File: src/rtl/usbf_csr_arb_pkg.sv
// Shared types and constants for the CSR arbiter/sequencer.
//   state_e    : 2-bit FSM encoding (IDLE/ISSUE/WAIT/RESP)
//   csr_req_t  : latched access (write flag, byte address, write data)
//   in_window  : address-window decode on addr[31:12]
package usbf_csr_arb_pkg;

    typedef enum logic [1:0] {
        ST_IDLE  = 2'd0,
        ST_ISSUE = 2'd1,
        ST_WAIT  = 2'd2,
        ST_RESP  = 2'd3
    } state_e;

    localparam logic [19:0] CSR_BASE_31_12 = 20'h10042;

    typedef struct packed {
        logic        write;
        logic [31:0] addr;
        logic [31:0] wdata;
    } csr_req_t;

    function automatic logic in_window(input logic [31:0] addr, input logic [19:0] base);
        return addr[31:12] == base;
    endfunction

endpackage

File: src/rtl/usbf_csr_arb_rr_arb2.sv
// Two-way round-robin grant.
//   req_i    : request vector {m1, m0}
//   upd_i    : an access completed this cycle (response handshake)
//   upd_id_i : master that completed; the pointer moves to the other one
//   gnt_o    : one-hot grant (combinational), zero when nobody requests
module usbf_csr_arb_rr_arb2 (
    input  logic       hclk_i,
    input  logic       hrstn_i,
    input  logic [1:0] req_i,
    input  logic       upd_i,
    input  logic       upd_id_i,
    output logic [1:0] gnt_o
);

    logic ptr_q, ptr_d;

    always_comb begin
        ptr_d = ptr_q;
        if (upd_i) ptr_d = ~upd_id_i;
    end

    always_ff @(posedge hclk_i or negedge hrstn_i) begin
        if (!hrstn_i) ptr_q <= 1'b0;
        else          ptr_q <= ptr_d;
    end

    // The pointer only matters under contention; a lone requester always wins.
    always_comb begin
        gnt_o = req_i;
        if (req_i == 2'b11) gnt_o = ptr_q ? 2'b10 : 2'b01;
    end

endmodule

File: src/rtl/usbf_csr_arb.sv
// Two-master arbiter/sequencer in front of the shared CSR port (hclk domain).
//   m0_* / m1_*         : request (valid/ready) and response (valid/ready) channels
//   wt_en_o / rd_en_o   : one-cycle CSR strobes; enable_o spans strobe + wait
//   addr_o / wdata_o    : latched access, stable through the CSR access
//   rdata_i             : captured on rd_ready_i
//   wt_ready_i/rd_ready_i : completion pulses from the PHY domain
// One access in flight; a timeout turns a lost completion into an error response.
module usbf_csr_arb
    import usbf_csr_arb_pkg::*;
#(
    parameter logic [19:0]     BASE_31_12 = CSR_BASE_31_12,
    parameter int unsigned     TO_W       = 8,
    parameter logic [TO_W-1:0] TO_MAX     = 8'd200
) (
    input  logic        hclk_i,
    input  logic        hrstn_i,
    input  logic        m0_req_valid_i,
    output logic        m0_req_ready_o,
    input  logic        m0_req_write_i,
    input  logic [31:0] m0_req_addr_i,
    input  logic [31:0] m0_req_wdata_i,
    output logic        m0_rsp_valid_o,
    input  logic        m0_rsp_ready_i,
    output logic [31:0] m0_rsp_rdata_o,
    output logic        m0_rsp_err_o,
    input  logic        m1_req_valid_i,
    output logic        m1_req_ready_o,
    input  logic        m1_req_write_i,
    input  logic [31:0] m1_req_addr_i,
    input  logic [31:0] m1_req_wdata_i,
    output logic        m1_rsp_valid_o,
    input  logic        m1_rsp_ready_i,
    output logic [31:0] m1_rsp_rdata_o,
    output logic        m1_rsp_err_o,
    output logic        wt_en_o,
    output logic        rd_en_o,
    output logic        enable_o,
    output logic [31:0] addr_o,
    output logic [31:0] wdata_o,
    input  logic [31:0] rdata_i,
    input  logic        wt_ready_i,
    input  logic        rd_ready_i
);

    state_e          state_q, state_d;
    logic            mid_q, mid_d;
    csr_req_t        req_q, req_d, sel_req;
    logic [31:0]     rdata_q, rdata_d;
    logic            err_q, err_d;
    logic [TO_W-1:0] cnt_q, cnt_d;

    logic [1:0] gnt;
    logic       acc, in_win, pulse, timeout, rsp_hs;

    usbf_csr_arb_rr_arb2 u_rr (
        .hclk_i   (hclk_i),
        .hrstn_i  (hrstn_i),
        .req_i    ({m1_req_valid_i, m0_req_valid_i}),
        .upd_i    (rsp_hs),
        .upd_id_i (mid_q),
        .gnt_o    (gnt)
    );

    always_comb begin
        sel_req.write = gnt[1] ? m1_req_write_i : m0_req_write_i;
        sel_req.addr  = gnt[1] ? m1_req_addr_i  : m0_req_addr_i;
        sel_req.wdata = gnt[1] ? m1_req_wdata_i : m0_req_wdata_i;
    end

    assign acc     = (state_q == ST_IDLE) && (gnt != 2'b00);
    assign in_win  = in_window(sel_req.addr, BASE_31_12);
    // Only the completion matching the access kind counts, and only in WAIT,
    // so a pulse coincident with the strobe or a late ack is dropped.
    assign pulse   = (state_q == ST_WAIT) && (req_q.write ? wt_ready_i : rd_ready_i);
    assign timeout = (state_q == ST_WAIT) && (cnt_q == TO_MAX - 1'b1);
    assign rsp_hs  = (state_q == ST_RESP) && (mid_q ? m1_rsp_ready_i : m0_rsp_ready_i);

    // Next state
    always_comb begin
        state_d = state_q;
        case (state_q)
            ST_IDLE:  if (acc) state_d = in_win ? ST_ISSUE : ST_RESP;
            ST_ISSUE: state_d = ST_WAIT;
            ST_WAIT:  if (pulse || timeout) state_d = ST_RESP;
            ST_RESP:  if (rsp_hs) state_d = ST_IDLE;
            default:  state_d = ST_IDLE;
        endcase
    end

    // Datapath
    always_comb begin
        mid_d   = mid_q;
        req_d   = req_q;
        rdata_d = rdata_q;
        err_d   = err_q;
        cnt_d   = cnt_q;
        case (state_q)
            ST_IDLE: if (acc) begin
                mid_d   = gnt[1];
                err_d   = ~in_win;
                rdata_d = '0;
                // Rejected requests never reach the bus, so addr_o/wdata_o
                // keep showing the last real access.
                if (in_win) req_d = sel_req;
            end
            ST_ISSUE: cnt_d = '0;
            ST_WAIT: begin
                cnt_d = cnt_q + 1'b1;
                if (pulse) begin
                    err_d   = 1'b0;
                    rdata_d = req_q.write ? 32'd0 : rdata_i;
                end else if (timeout) begin
                    err_d   = 1'b1;
                    rdata_d = '0;
                end
            end
            default: ;
        endcase
    end

    always_ff @(posedge hclk_i or negedge hrstn_i) begin
        if (!hrstn_i) state_q <= ST_IDLE;
        else          state_q <= state_d;
    end

    always_ff @(posedge hclk_i or negedge hrstn_i) begin
        if (!hrstn_i) begin
            mid_q   <= 1'b0;
            req_q   <= '0;
            rdata_q <= '0;
            err_q   <= 1'b0;
            cnt_q   <= '0;
        end else begin
            mid_q   <= mid_d;
            req_q   <= req_d;
            rdata_q <= rdata_d;
            err_q   <= err_d;
            cnt_q   <= cnt_d;
        end
    end

    // Outputs
    always_comb begin
        m0_req_ready_o = 1'b0;
        m1_req_ready_o = 1'b0;
        m0_rsp_valid_o = 1'b0;
        m1_rsp_valid_o = 1'b0;
        wt_en_o        = 1'b0;
        rd_en_o        = 1'b0;
        enable_o       = 1'b0;
        case (state_q)
            ST_IDLE: begin
                m0_req_ready_o = gnt[0];
                m1_req_ready_o = gnt[1];
            end
            ST_ISSUE: begin
                wt_en_o  = req_q.write;
                rd_en_o  = ~req_q.write;
                enable_o = 1'b1;
            end
            ST_WAIT: enable_o = 1'b1;
            ST_RESP: begin
                m0_rsp_valid_o = ~mid_q;
                m1_rsp_valid_o = mid_q;
            end
            default: ;
        endcase
    end

    assign m0_rsp_rdata_o = m0_rsp_valid_o ? rdata_q : 32'd0;
    assign m1_rsp_rdata_o = m1_rsp_valid_o ? rdata_q : 32'd0;
    assign m0_rsp_err_o   = m0_rsp_valid_o & err_q;
    assign m1_rsp_err_o   = m1_rsp_valid_o & err_q;
    assign addr_o         = req_q.addr;
    assign wdata_o        = req_q.wdata;

endmodule

File: config.mk
export PLATFORM = sky130hd
export DESIGN_NAME = usbf_csr_arb
export DESIGN_NICKNAME = d
export VERILOG_FILES = /design/src/rtl/usbf_csr_arb_pkg.sv /design/src/rtl/usbf_csr_arb_rr_arb2.sv /design/src/rtl/usbf_csr_arb.sv
export SDC_FILE = /design/constraint.sdc
export NUM_CORES = 1
export LEC_CHECK = 0
export ABC_CLOCK_PERIOD_IN_PS = 4800
export BUFFER_PORTS_ARGS = -buffer_cell sky130_fd_sc_hd__buf_4
export CAP_MARGIN = 20
export CORE_ASPECT_RATIO = 1.4
export CORE_MARGIN = 4
export CORE_UTILIZATION = 40
export DETAILED_ROUTE_END_ITERATION = 7
export PLACE_DENSITY = 0.72
export SETUP_SLACK_MARGIN = 0.4
export SLEW_MARGIN = 5
export SYNTH_ARGS = -nofsm -noshare
export SYNTH_HDL_FRONTEND = slang
export SYNTH_HIERARCHICAL = 1
export SYNTH_SLANG_ARGS = --single-unit
File: constraint.sdc
create_clock -name hclk_i -period 4.8 [get_ports hclk_i]
set_input_delay 0 -clock hclk_i [delete_from_list [all_inputs] [get_ports hclk_i]]
set_output_delay 0 -clock hclk_i [all_outputs]
set_load 0.005 [all_outputs]
==> Word level (Yosys, flattened, before mapping) <==
Index checks and enable logic that the tools add are counted.
{ "classes": {"addsub": 1, "eq_ne": 10, "mux": 31, "bitwise_logic": 5, "n_reduce_logical": 14} }
{ "ops": {"columns": ["cell", "n"], "rows": [
  ["32-bit 2-to-1 mux", 8],
  ["32-bit case mux with 2 select lines", 1],
  ["20-bit by 17-bit equality test with 1-bit output (second input constant)", 1],
  ["8-bit case mux with 2 select lines", 1],
  ["1-bit 2-to-1 mux", 13],
  ["2-bit 2-to-1 mux", 6],
  ["3-bit AND reduction", 3],
  ["8-bit by 1-bit adder with 8-bit output (second input constant)", 1],
  ["8-bit equality test (second input constant)", 1],
  ["2-bit case mux with 4 select lines", 1],
  ["2-bit equality test (second input constant)", 3],
  ["2-bit nonzero test", 3],
  ["1-bit logical AND", 4],
  ["2-bit != test (second input constant)", 2],
  ["3-bit != test (second input constant)", 1],
  ["1-bit inverter", 3],
  ["1-bit AND", 2],
  ["2-bit by 1-bit equality test with 1-bit output (second input constant)", 1],
  ["2-bit zero test", 1],
  ["2-bit by 1-bit != test with 1-bit output (second input constant)", 1],
  ["1-bit case mux with 2 select lines", 1],
  ["2-bit AND reduction", 1],
  ["2-bit OR reduction", 1],
  ["1-bit logical OR", 1]
]} }
{ "totals": {"register_bits": 110, "inputBits": 170, "output_inout_bits": 137, "word_cells": 70} }

==> Depth between registers and ports, before layout <==
Gate-level depths: netlist (run 1).
{ "logic_depth": {"ltp_word": 7, "depth_mapped": 10, "depth_no_buf": 7} }

==> Cells and area by module <==
Netlist (run 1), hierarchy kept.
{ "by_module_without_submodules": {"columns": ["mod", "instances", "cells_each", "area_per_inst_um2"], "rows": [
  ["usbf_csr_arb", 1, 567, 6045.8],
  ["usbf_csr_arb_rr_arb2", 1, 5, 53.8]
]} }

==> Least setup slack after synthesis (run 1) <==
Ideal clock, no wire load.
{ "synth_timing": {"path_kind": "register -> register", "from": "reg u_rr.ptr_q", "to": "reg req_q (netlist bit addr_o[0])", "arrival_ns": 2.252, "required_time_ns": 4.675, "path_slack_ns": 2.423, "stages_incl_launch_ff": 10, "path_buffers": 2, "period_less_slack_ns": 2.377, "path_cell_list": "dfrtp_1 -> inv_1 -> a21boi_1 -> or4b_1 -> o22a_1 -> a221oi_2 -> nand3b_1 -> buf_4 -> buf_6 -> mux2_4"} }
{ "synth_between": {"elab_chain_cells": 5} }
{ "synth_lines": {"columns": ["item", "line", "text"], "rows": [
  ["from (decl)", "usbf_csr_arb_rr_arb2.sv:15", "logic ptr_q, ptr_d;"],
  ["from (signal assigned)", "usbf_csr_arb_rr_arb2.sv:24", "else ptr_q <= ptr_d;"],
  ["2-bit 2-to-1 mux (*) (2 in a row)", "usbf_csr_arb_rr_arb2.sv:30", "if (req_i == 2'b11) gnt_o = ptr_q ? 2'b10 : 2'b01;"],
  ["named net gnt[1]", "usbf_csr_arb.sv:52", "logic [1:0] gnt;"],
  ["32-bit 2-to-1 mux / 2-bit nonzero test (equally long branches)", "usbf_csr_arb.sv:66, usbf_csr_arb.sv:70", null],
  ["20-bit by 17-bit equality test with 1-bit output / 1-bit logical AND (equally long branches)", "usbf_csr_arb_pkg.sv:23, usbf_csr_arb.sv:70", null],
  ["3-bit AND reduction (no source line)", null, null],
  ["to (signal assigned)", "usbf_csr_arb.sv:135", "req_q <= req_d;"],
  ["to (decl)", "usbf_csr_arb.sv:47", "csr_req_t req_q, req_d, sel_req;"]
]} }
Mark *: on every way through the listed nets, which the timed path passes. The rest lies on a longest branch.
A chain may end at the register's enable or synchronous reset.

==> Final worst setup path (run 1) <==
{ "layout_timing": {"from": "reg u_rr.ptr_q", "to": "reg req_q (netlist bit wdata_o[9])"} }
Same word-level chain as after synthesis.

==> results.cfg, run 1 <==
[route]
num_vias = 4879
antenna_left = 0
drt-vias-per-instance = 4.74
drtIter0Drc = 259
wire_per_inst_um = 17.7
routed_wl_mm = 18.2
post-route-drc-count = 0
dr.pass1.iters = 4

[global_routing]
grt_max_degree = 66
grt_pass1_wl_mm = 27.5
grt_usage_pct = 20.1
grt_pass1_vias = 5060
antenna_found_initial = 1
grt_overflow_total = 0

[floorplanning]
die_area_um2 = 17300
die_x_um = 112
fp-row-count = 53
core_area_um2 = 15000
die_h_um = 154
initial_core_util_pct = 40.7
num_io_pins = 307

[hold_path]
hold_start = m1_req_wdata_i[22]
hp-class = in -> reg

[logic_synthesis]
synth.avg_cell_area_um2 = 10.7
synth_nets = 747
synth.cell_area_um2 = 6100
ys_seq_area_share_pct = 45.1
synth-edff-count = 0
synthArstFlopShare_pct = 100
ys_seq_elements = 110
yosys_most_used_dff = dfrtp_1
postSynthCellCount = 572
synth_cell_types = 39
yosys_warnings = 6

[sta]
tightest_slew_ns = 1.04
relSlewSlack_pct = 31.0
fin_skew_ns = 0.0136
min_period_ns = 3.03
rsz0062_at_grt = false
final_max_slew_viol_count = 0
holdWs_ns = 0.0141
fin_ws_ns = 1.77
fin_tns_setup_ns = 0
max_freq_mhz = 330
finalSetupViolCount = 0
final.period_utilization_pct = 63.1
final_hold_viol_count = 0

[clocking]
clock_latency_ns = 0.35
clock-sinks = 110
cts_setup_buffers = 0
path_clk_slew_ns = 0.08
clockRootBuffer = clkbuf_16
cts_resized = 0
clockBufferDepth = 2
cts_htree_levels = 3
tritoncts = done
cts_buffers = 9

[final_layout]
fin_util_pct = 58.4
syn_to_final_growth_pct = 43.4
fill_cells = 1319
finalNetCount = 1007
drive_gt1_share_pct = 50.9
post-route-cell-area_um2 = 8750

[place]
placed_area_um2 = 8090
pre_cts_ws_ns = 1.72
hpwl_mm = 13.7
place.gp.congestion = 0.786
io_buffers = 306

[critical_path]
required_ns = 5.03
critPathCaptureType = flop
crit_start = u_rr/ptr_q$_DFFE_PN0P_
timing_worst_setup_path_type = reg -> reg
start_kind = flop
timing.rr.start = u_rr/ptr_q$_DFFE_PN0P_
crit_arrival_ns = 3.26
worstPathMaxFanout = 65

[power_and_ir_drop]
peakVddDrop_v = 0.000234
p_per_area_nw_per_um2 = 350
power_leakage_uw = 0.00466

[job]
max_cap_viol_count = 0

[outcome]
status = finished clean
-- path summary, 6_finish.rpt --
path | slack (ns) | depth (start not counted) | end
worst min register to register | 0.48 | 1 | addr_o[28]$_DFFE_PN0P_
worst max-delay path | 1.77 | 8 | wdata_o[9]$_DFFE_PN0P_
worst min-delay path | 0.01 | 3 | wdata_o[22]$_DFFE_PN0P_
min in group asynchronous | 0.27 | 2 | wdata_o[27]$_DFFE_PN0P_
max in group asynchronous | 3.34 | 3 | cnt_q[2]$_DFFE_PN0P_
worst max register to register | 1.77 | 8 | wdata_o[9]$_DFFE_PN0P_
-- flip-flops by register name, summed over array words and instances (netlist names) --
name        count
addr_o         32
err_q           1
wdata_o        32
state_q         2
mid_q           1
req_q           1
u_rr/ptr_q      1
cnt_q           8
rdata_q        32
-- placed cells by master, fill, tap and decap left out, types with 2 or more instances in the layout --
cell	synthesis	final
o21ai_0	37	37
and2_1	56	56
nor4_1	4	4
a21boi_0	2	2
a21oi_1	3	3
nor2_1	6	5
ha_1	5	5
nor2b_1	4	4
dlygate4sd3_1	0	34
mux2_2	63	63
nand3_1	40	40
inv_6	0	2
nor4bb_1	2	2
clkbuf_16	0	9
dfrtp_1	110	110
nor3b_1	2	2
nand2_1	7	7
mux2i_1	3	3
buf_4	65	312
mux2_4	30	30
nand3b_1	3	3
nor4b_1	3	3
nand2b_1	3	3
o22ai_1	2	2
and3_1	33	33
inv_1	43	43
nand4_1	2	2
-- layout make-up --
class	count	area (um2)	area share, %
Sequential cell	110	2750	31.5
Timing Repair Buffer	347	2700	30.8
Multi-Input combinational cell	321	2580	29.5
Tap cell	192	240	2.75
Clock buffer	9	225	2.57
Inverter	43	161	1.85
Clock inverter	7	88.8	1.02
Antenna cell	1	2.50	0.0286
-- cells in the mapped netlist, types with 2 or more instances --
master | count | area share [%]
o22ai_1 | 2 | 0.21
nor2_1 | 6 | 0.37
o21ai_0 | 37 | 3.0
nor4bb_1 | 2 | 0.33
and2_1 | 56 | 5.7
nor4_1 | 4 | 0.41
mux2i_1 | 3 | 0.49
nand2_1 | 7 | 0.43
nor4b_1 | 3 | 0.43
a21boi_0 | 2 | 0.25
mux2_2 | 63 | 12
nand3b_1 | 3 | 0.37
nand2b_1 | 3 | 0.31
a21oi_1 | 3 | 0.25
nand3_1 | 40 | 3.3
nor2b_1 | 4 | 0.41
mux2_4 | 30 | 7.4
dfrtp_1 | 110 | 45
inv_1 | 43 | 2.6
nor3b_1 | 2 | 0.25
nand4_1 | 2 | 0.21
buf_6 | 3 | 0.55
ha_1 | 5 | 1.0
buf_4 | 65 | 8.0
and3_1 | 33 | 3.4
clkbuf_1 | 28 | 1.7
-- report_power, final --
group          leakage [uW]  switching, uW  internal (uW)
registers           0.00151            144           1090
logic               0.00299            564            484
clock network      0.000155            360            417
-- repair_timing --
| item | in CTS | in global routing |
|---|---|---|
| hold endpoints to repair | 93 | 0 |
| endpoints found under the setup margin | 0 | 0 |
| hold buffers | 34 | 0 |
-- cells by family (layout without fill, tap and decap cells) --
group | Yosys count | after routing | synth area share (%)
and+or+nand+nor | 167 | 167 | 16.2
buffers and inverters | 141 | 406 | 13.1
DFF | 110 | 110 | 45.1
muxes | 96 | 96 | 19.5
AOI/OAI and AO/OA | 51 | 51 | 4.78
adders and majority gates | 5 | 5 | 1.03
xor gates and xnor gates | 2 | 2 | 0.287
other | 0 | 1 | 0
-- stage by stage --
stage                     instances  power [uW]
after floorplan                 572        1800
final                          1030        3060
after global routing           1030        3260
after CTS                      1029        3090
after detailed placement        979        2280
after global placement          978        2250
-- per-layer routing --
layer | share of wire [%] | up-vias | global-route usage, % | wire length (um)
met1 | 38 | 2284 | 22.5 | 6880
met3 | 5.5 | 32 | 3.94 | 1010
met5 | 0 | - | 0 | 0
met2 | 53 | 182 | 36.8 | 9710
met4 | 3.5 | 0 | 8.30 | 641
li1 | - | 2381 | - | -
-- worst max-delay path: stages (launching register included) --
cell	delay [ns]
dfrtp_1	0.35
inv_1	0.09
a21boi_4	0.43
buf_4	0.50
nand3b_1	0.19
a221oi_2	0.10
nand3b_1	0.09
buf_4	0.69
mux2_2	0.41
(Power assumes the default switching activity.)
==> run 2: changes to the inputs <==
Settings changed: ABC_AREA set to 1, ABC_CLOCK_PERIOD_IN_PS 4800 to 2500, PLACE_DENSITY 0.72 to 0.73.
Clock period 4.8 ns to 2.5 ns, I/O delays scaled along.
==> run 2 against run 1 <==
Against the previous run:
- combinational power up 150%
- wire length up 25%
- clock power up 79%
- critical path depth down 2
- largest cell class is now buffers
- power up 100%
- synthesized area up 7.7%
- clock skew down 0.00071 ns
- first-iteration DRC count up 70%
- sequential share of layout area down 4.5 points
==> results.cfg, run 2 <==
[clocking]
clock_latency_ns = 0.36
tritoncts = done
cts_buffers = 9
path_clk_slew_ns = 0.09
clock-sinks = 110
clockRootBuffer = clkbuf_16
cts_htree_levels = 3
clockBufferDepth = 2

[logic_synthesis]
synthTopCellsByArea = dfrtp_1, nand2_1, buf_4, nor2_1, inv_1
ys_seq_area_share_pct = 41.9
synthArstFlopShare_pct = 100
yosysTopAreaCell = dfrtp_1
yosys_warnings = 6
synth.cell_area_um2 = 6570
synth_cell_types = 22
synth.avg_cell_area_um2 = 6.78
synth.top_cell.area_share_pct = 41.9
ys_seq_elements = 110
synth.top_cells.by_count = nand2_1, dfrtp_1, nor2_1
synth-edff-count = 0
postSynthCellCount = 969
synth.most_common_cell = nand2_1
synth_nets = 1144
yosys_most_used_dff = dfrtp_1

[sta]
min_period_ns = 2.16
final.period_utilization_pct = 86.3
fin_skew_ns = 0.0129
rsz0062_at_grt = true
final_hold_viol_count = 0
relSlewSlack_pct = 45.3
fin_tns_setup_ns = 0
tightest_slew_ns = 0.821
max_freq_mhz = 464
final_max_slew_viol_count = 0
finalSetupViolCount = 0

[global_routing]
grt_overflow_total = 0
antenna_found_initial = 0
grt_pass1_vias = 6518
grt_usage_pct = 21.0
grt_pass1_wl_mm = 31.8
grt_max_degree = 67

[critical_path]
worstPathMaxFanout = 11
start_kind = flop
crit_buf_inv = 3
cpPeakStageDelay_ns = 0.46
slowest_stage = clkinvlp_2
crit_arrival_ns = 2.16
crit_end = m0_rsp_rdata_o[1]
reg2regPathDepth = 14
timing_worst_setup_path_type = reg -> out
critPathCaptureType = primary output
timing.rr.start = u_rr/ptr_q$_DFFE_PN0P_
path_depth = 6
required_ns = 2.50
worstReg2RegEnd = addr_o[15]$_DFFE_PN0P_
worst_path_dominant_cell_family = buffers and inverters
worstPathCellList = ha_1 > inv_1 > nor2_2 > clkinvlp_2 > nor2_1 > buf_4
r2r_slack_ns = 0.36
crit_start = state_q[1]$_DFFE_PN0P_

[route]
dr.pass1.iters = 5
antenna_left = 0
wire_per_inst_um = 15.4
post-route-drc-count = 0
num_vias = 7024
drt-vias-per-instance = 4.74
drtIter0Drc = 441
routed_wl_mm = 22.9

[power_and_ir_drop]
p_per_area_nw_per_um2 = 611
internal_power_uw = 3790
pwr-share-seq_pct = 36.2
power_frac_clock_pct = 22.3
combPwrFrac_pct = 41.5
power_leakage_uw = 0.00566
switching_share_pct = 39.2
peakVddDrop_v = 0.000513
power_switching_uw = 2440

[floorplanning]
die_x_um = 116
core_area_um2 = 16200
die_area_um2 = 18600
fp-row-count = 55
die_h_um = 160
num_io_pins = 307
initial_core_util_pct = 40.6

[final_layout]
drive_gt1_share_pct = 34.6
syn_to_final_growth_pct = 55.5
final-instance-count-excl-fill = 1481
fin_util_pct = 63.1
post-route-cell-area_um2 = 10200
fill_cells = 1409
num_antenna_cells = 0
mostFrequentLayoutCell = nand2_1
finalNetCount = 1452
layout_common_cells = nand2_1, buf_4, dfrtp_1, nor2_1, inv_1

[outcome]
status = finished clean

[place]
hpwl_mm = 14.6
io_buffers = 306
dpl.cell_count = 1372
placed_area_um2 = 8530
place.gp.congestion = 0.819

[hold_path]
holdPathStages = 5
hp-class = in -> reg

[job]
max_cap_viol_count = 0
[run 2: per-layer routing]
metal  vias up  share of wire, %  global-route usage, %
met1      3203                38                   24.4
met5         -                 0                      0
met4         0               3.1                   7.18
li1       3502                 -                      -
met2       275                52                   37.5
met3        44               7.3                   4.66
[run 2: final cells by class]
class,instances,area (um2),share of cell area [%]
Clock buffer,10,229,2.24
Timing Repair inverter,2,13.8,0.135
Tap cell,199,249,2.44
Multi-Input combinational cell,639,2930,28.7
Inverter,106,418,4.09
Timing Repair Buffer,409,3570,35.0
Clock inverter,6,51.3,0.502
Sequential cell,110,2750,27.0
[run 2: stage by stage]
step | power (uW) | hold WS (ns) | setup slack (ns)
4_1_cts | 6040 | 0.000157 | 0.391
5_1_grt | 6700 | 0.0249 | 0.243
6_report | 6240 | 0.00153 | 0.343
3_3_place_gp | 4510 | 0.128 | 0.326
3_5_place_dp | 4540 | 0.138 | 0.274
2_1_floorplan | 3670 | -0.296 | 0.585
[run 2: worst min-delay path by stage]
stage                     slack [ns]                from                       to
after floorplan                -0.30             hrstn_i    addr_o[0]$_DFFE_PN0P_
after global placement          0.13             hrstn_i   wdata_o[5]$_DFFE_PN0P_
after detailed placement        0.14             hrstn_i   wdata_o[5]$_DFFE_PN0P_
after CTS                     0.0002    m0_req_addr_i[1]    addr_o[1]$_DFFE_PN0P_
after global routing            0.02  m0_req_wdata_i[27]  wdata_o[27]$_DFFE_PN0P_
final                          0.002    m0_req_addr_i[1]    addr_o[1]$_DFFE_PN0P_
[run 2: cells by family after synthesis]
| logic type | Yosys count | synth area share [%] |
|---|---|---|
| AND/OR/NAND/NOR | 587 | 36.1 |
| buffers and inverters | 221 | 17.5 |
| flip-flops | 110 | 41.9 |
| AO/OA/AOI/OAI | 46 | 3.56 |
| adder cells (fa/ha/maj) | 5 | 0.953 |
[run 2: tightest hold or removal path, stage by stage]
cell and delay [ns]:
buf_4 0.07, nand2_1 0.04, nand2_1 0.06, nand4_1 0.09
nand2_1 0.07
[run 2: timing repair]
item / in CTS / in global routing
buffers inserted: 0 / 14
endpoints found under the setup margin: 67 / 91
resized for setup: 4 / 89
hold buffers: 62 / 0
pin swaps: 0 / 23
cloned: 0 / 17
endpoints found under the hold margin: 113 / 0
[run 2: power by group through the flow]
stage	clock [uW]	combinational, uW	sequential (uW)
after floorplan	0	1420	2240
after global placement	0	2230	2270
after detailed placement	0	2260	2280
after CTS	1430	2350	2250
after global routing	1500	2900	2300
final	1390	2580	2260
==> run 3: changes to the inputs <==
Settings changed: ABC_CLOCK_PERIOD_IN_PS 2500 to 1900.
Clock period 2.5 ns to 1.9 ns, I/O delays scaled along.
==> run 3 against run 2 <==
Against the previous run:
- sequential power increased by 42%
- design area grew 8.4%
- sequential share of layout area down 2.1 points
- non-clock buffer count is 4 higher
- clock skew is 0.00095 ns lower
- largest power group unchanged
==> results.cfg, run 3 (same netlist as run 2, synthesis figures left out) <==
[outcome]
status = finished clean

[route]
drt-vias-per-instance = 4.98
wl_met2_mm = 14.1
drtIter0Drc = 416
wl_met1_mm = 9.40
wire_per_inst_um = 18.0
top_layer = met5
dr.pass1.iters = 5
antenna_left = 0
met3_length_mm = 1.85
routed_wl_mm = 26.7
post-route-drc-count = 0
num_vias = 7375

[critical_path]
worstPathMaxFanout = 12
start_kind = flop
crit_arrival_ns = 2.16
required_ns = 2.18
timing_worst_setup_path_type = reg -> reg
worstPathCellList = nand3_2 > nand2_4 > buf_6 > nand2_1 > o21ai_1 > nor2_1 > nand2_1 > nor2_4 > buf_6 > buf_12 > nand4_1 > nand2_1
crit_top_cell = nand2_1
critPathCaptureType = flop
slowest_stage = dfrtp_1
crit_buf_inv = 3
cpPeakStageDelay_ns = 0.39
worst_path_dominant_cell_family = simple AND/OR/NAND/NOR gates

[clocking]
clock_latency_ns = 0.35
path_clk_slew_ns = 0.07
clockRootBuffer = clkbuf_16
clockBufferDepth = 2
tritoncts = done
clock-sinks = 110
cts_htree_levels = 3
cts_buffers = 9

[sta]
final_max_slew_viol_count = 0
final.period_utilization_pct = 98.9
rsz0062_at_grt = true
holdWs_ns = 0.00820
finalSetupViolCount = 0
fin_tns_setup_ns = 0
tightest_slew_ns = 0.599
max_freq_mhz = 532
final_hold_viol_count = 0
fin_skew_ns = 0.0120
relSlewSlack_pct = 60.1
min_period_ns = 1.88

[final_layout]
layout_common_cells = nand2_1, buf_4, dfrtp_1, inv_1, buf_6
seqCellArea_um2 = 2760
final-instance-count-excl-fill = 1482
num_antenna_cells = 0
drive_gt1_share_pct = 42.8
syn_to_final_growth_pct = 68.6
finalNetCount = 1454
fill_cells = 1185
multi_input_area_um2 = 3470
mostFrequentLayoutCell = nand2_1

[place]
place.gp.congestion = 0.906
hpwl_mm = 14.6
io_buffers = 306
dpl.cell_count = 1379

[power_and_ir_drop]
p_per_area_nw_per_um2 = 1000
switching_share_pct = 43.6
combPwrFrac_pct = 54.5
power_frac_clock_pct = 16.6
power_leakage_uw = 0.00589
pwr-share-seq_pct = 28.9
peakVddDrop_v = 0.000898
internal_power_uw = 6240
power_switching_uw = 4830

[floorplanning]
die_x_um = 116
initial_core_util_pct = 40.6
core_area_um2 = 16200
fp-row-count = 55
die_h_um = 160
die_area_um2 = 18600
num_io_pins = 307

[job]
max_cap_viol_count = 0

[global_routing]
grt_overflow_total = 0
grt_pass1_wl_mm = 32.9
antenna_found_initial = 1
grt_max_degree = 111
grt_pass1_vias = 6709
grt_usage_pct = 22.1

[hold_path]
hp-class = in -> reg
==> run 3: layer usage <==
| layer | vias to the layer above | global-route usage, % |
|---|---|---|
| li1 | 3496 | - |
| met1 | 3462 | 25.9 |
| met2 | 329 | 39.5 |
| met3 | 86 | 4.36 |
| met4 | 2 | 7.28 |
| met5 | - | 0 |
==> run 3: worst reg2reg max path, cell delays in order (launching register included) <==
cell,delay (ns)
dfrtp_1,0.39
nand3_2,0.09
nand2_4,0.10
buf_6,0.16
nand2_1,0.07
o21ai_1,0.08
nor2_1,0.09
nand2_1,0.09
nor2_4,0.17
buf_6,0.18
buf_12,0.15
nand4_1,0.14
nand2_1,0.11
==> run 3: cell type report <==
class / instances / share of cell area, %
sequential: 110 / 24.9
timing repair buffer: 413 / 35.1
multi-input combinational: 638 / 31.3
clock inverter: 5 / 0.396
inverter: 106 / 3.82
tap: 199 / 2.25
clock buffer: 10 / 2.16
timing repair inverter: 1 / 0.0339
==> run 3: what timing repair did <==
item                                   4_1_cts  5_1_grt
buffers inserted                             6       14
endpoints found under the hold margin      155        0
setup endpoints to repair                  170      170
cloned                                       6       14
hold buffers                                48        0
gates resized for setup                     37      286
pin swaps                                    5       31
==> run 3: through the flow <==
stage	utilization, %	worst slack, ns	power (uW)	cell area [um2]
after floorplan	-	0.0311	4980	6680
after global placement	53.6	0.0309	6080	8670
after detailed placement	53.6	-0.0202	6140	8670
after CTS	60.2	0.0229	8310	9740
after global routing	68.5	-0.162	11600	11100
final	68.5	0.0205	11100	11100
==> run 3: power by group through the flow <==
stage | clock [uW] | sequential [uW] | combinational (uW)
after floorplan | 0 | 2960 | 2030
after global placement | 0 | 3000 | 3070
after detailed placement | 0 | 3020 | 3120
after CTS | 1870 | 2970 | 3470
after global routing | 1970 | 3220 | 6420
final | 1830 | 3200 | 6040
==> run 3: path summary, 6_finish.rpt <==
path | depth (start not counted) | slack (ns) | to | startpoint
hold / removal | 5 | 0.008 | addr_o[11]$_DFFE_PN0P_ | m0_req_addr_i[11]
min in group asynchronous | 3 | 0.25 | rdata_q[8]$_DFFE_PN0P_ | hrstn_i
setup / recovery | 12 | 0.02 | wdata_o[11]$_DFFE_PN0P_ | u_rr/ptr_q$_DFFE_PN0P_
setup reg to reg | 12 | 0.02 | wdata_o[11]$_DFFE_PN0P_ | u_rr/ptr_q$_DFFE_PN0P_
max in group asynchronous | 3 | 1.14 | mid_q$_DFFE_PN0P_ | hrstn_i
hold reg to reg | 2 | 0.47 | addr_o[9]$_DFFE_PN0P_ | addr_o[9]$_DFFE_PN0P_
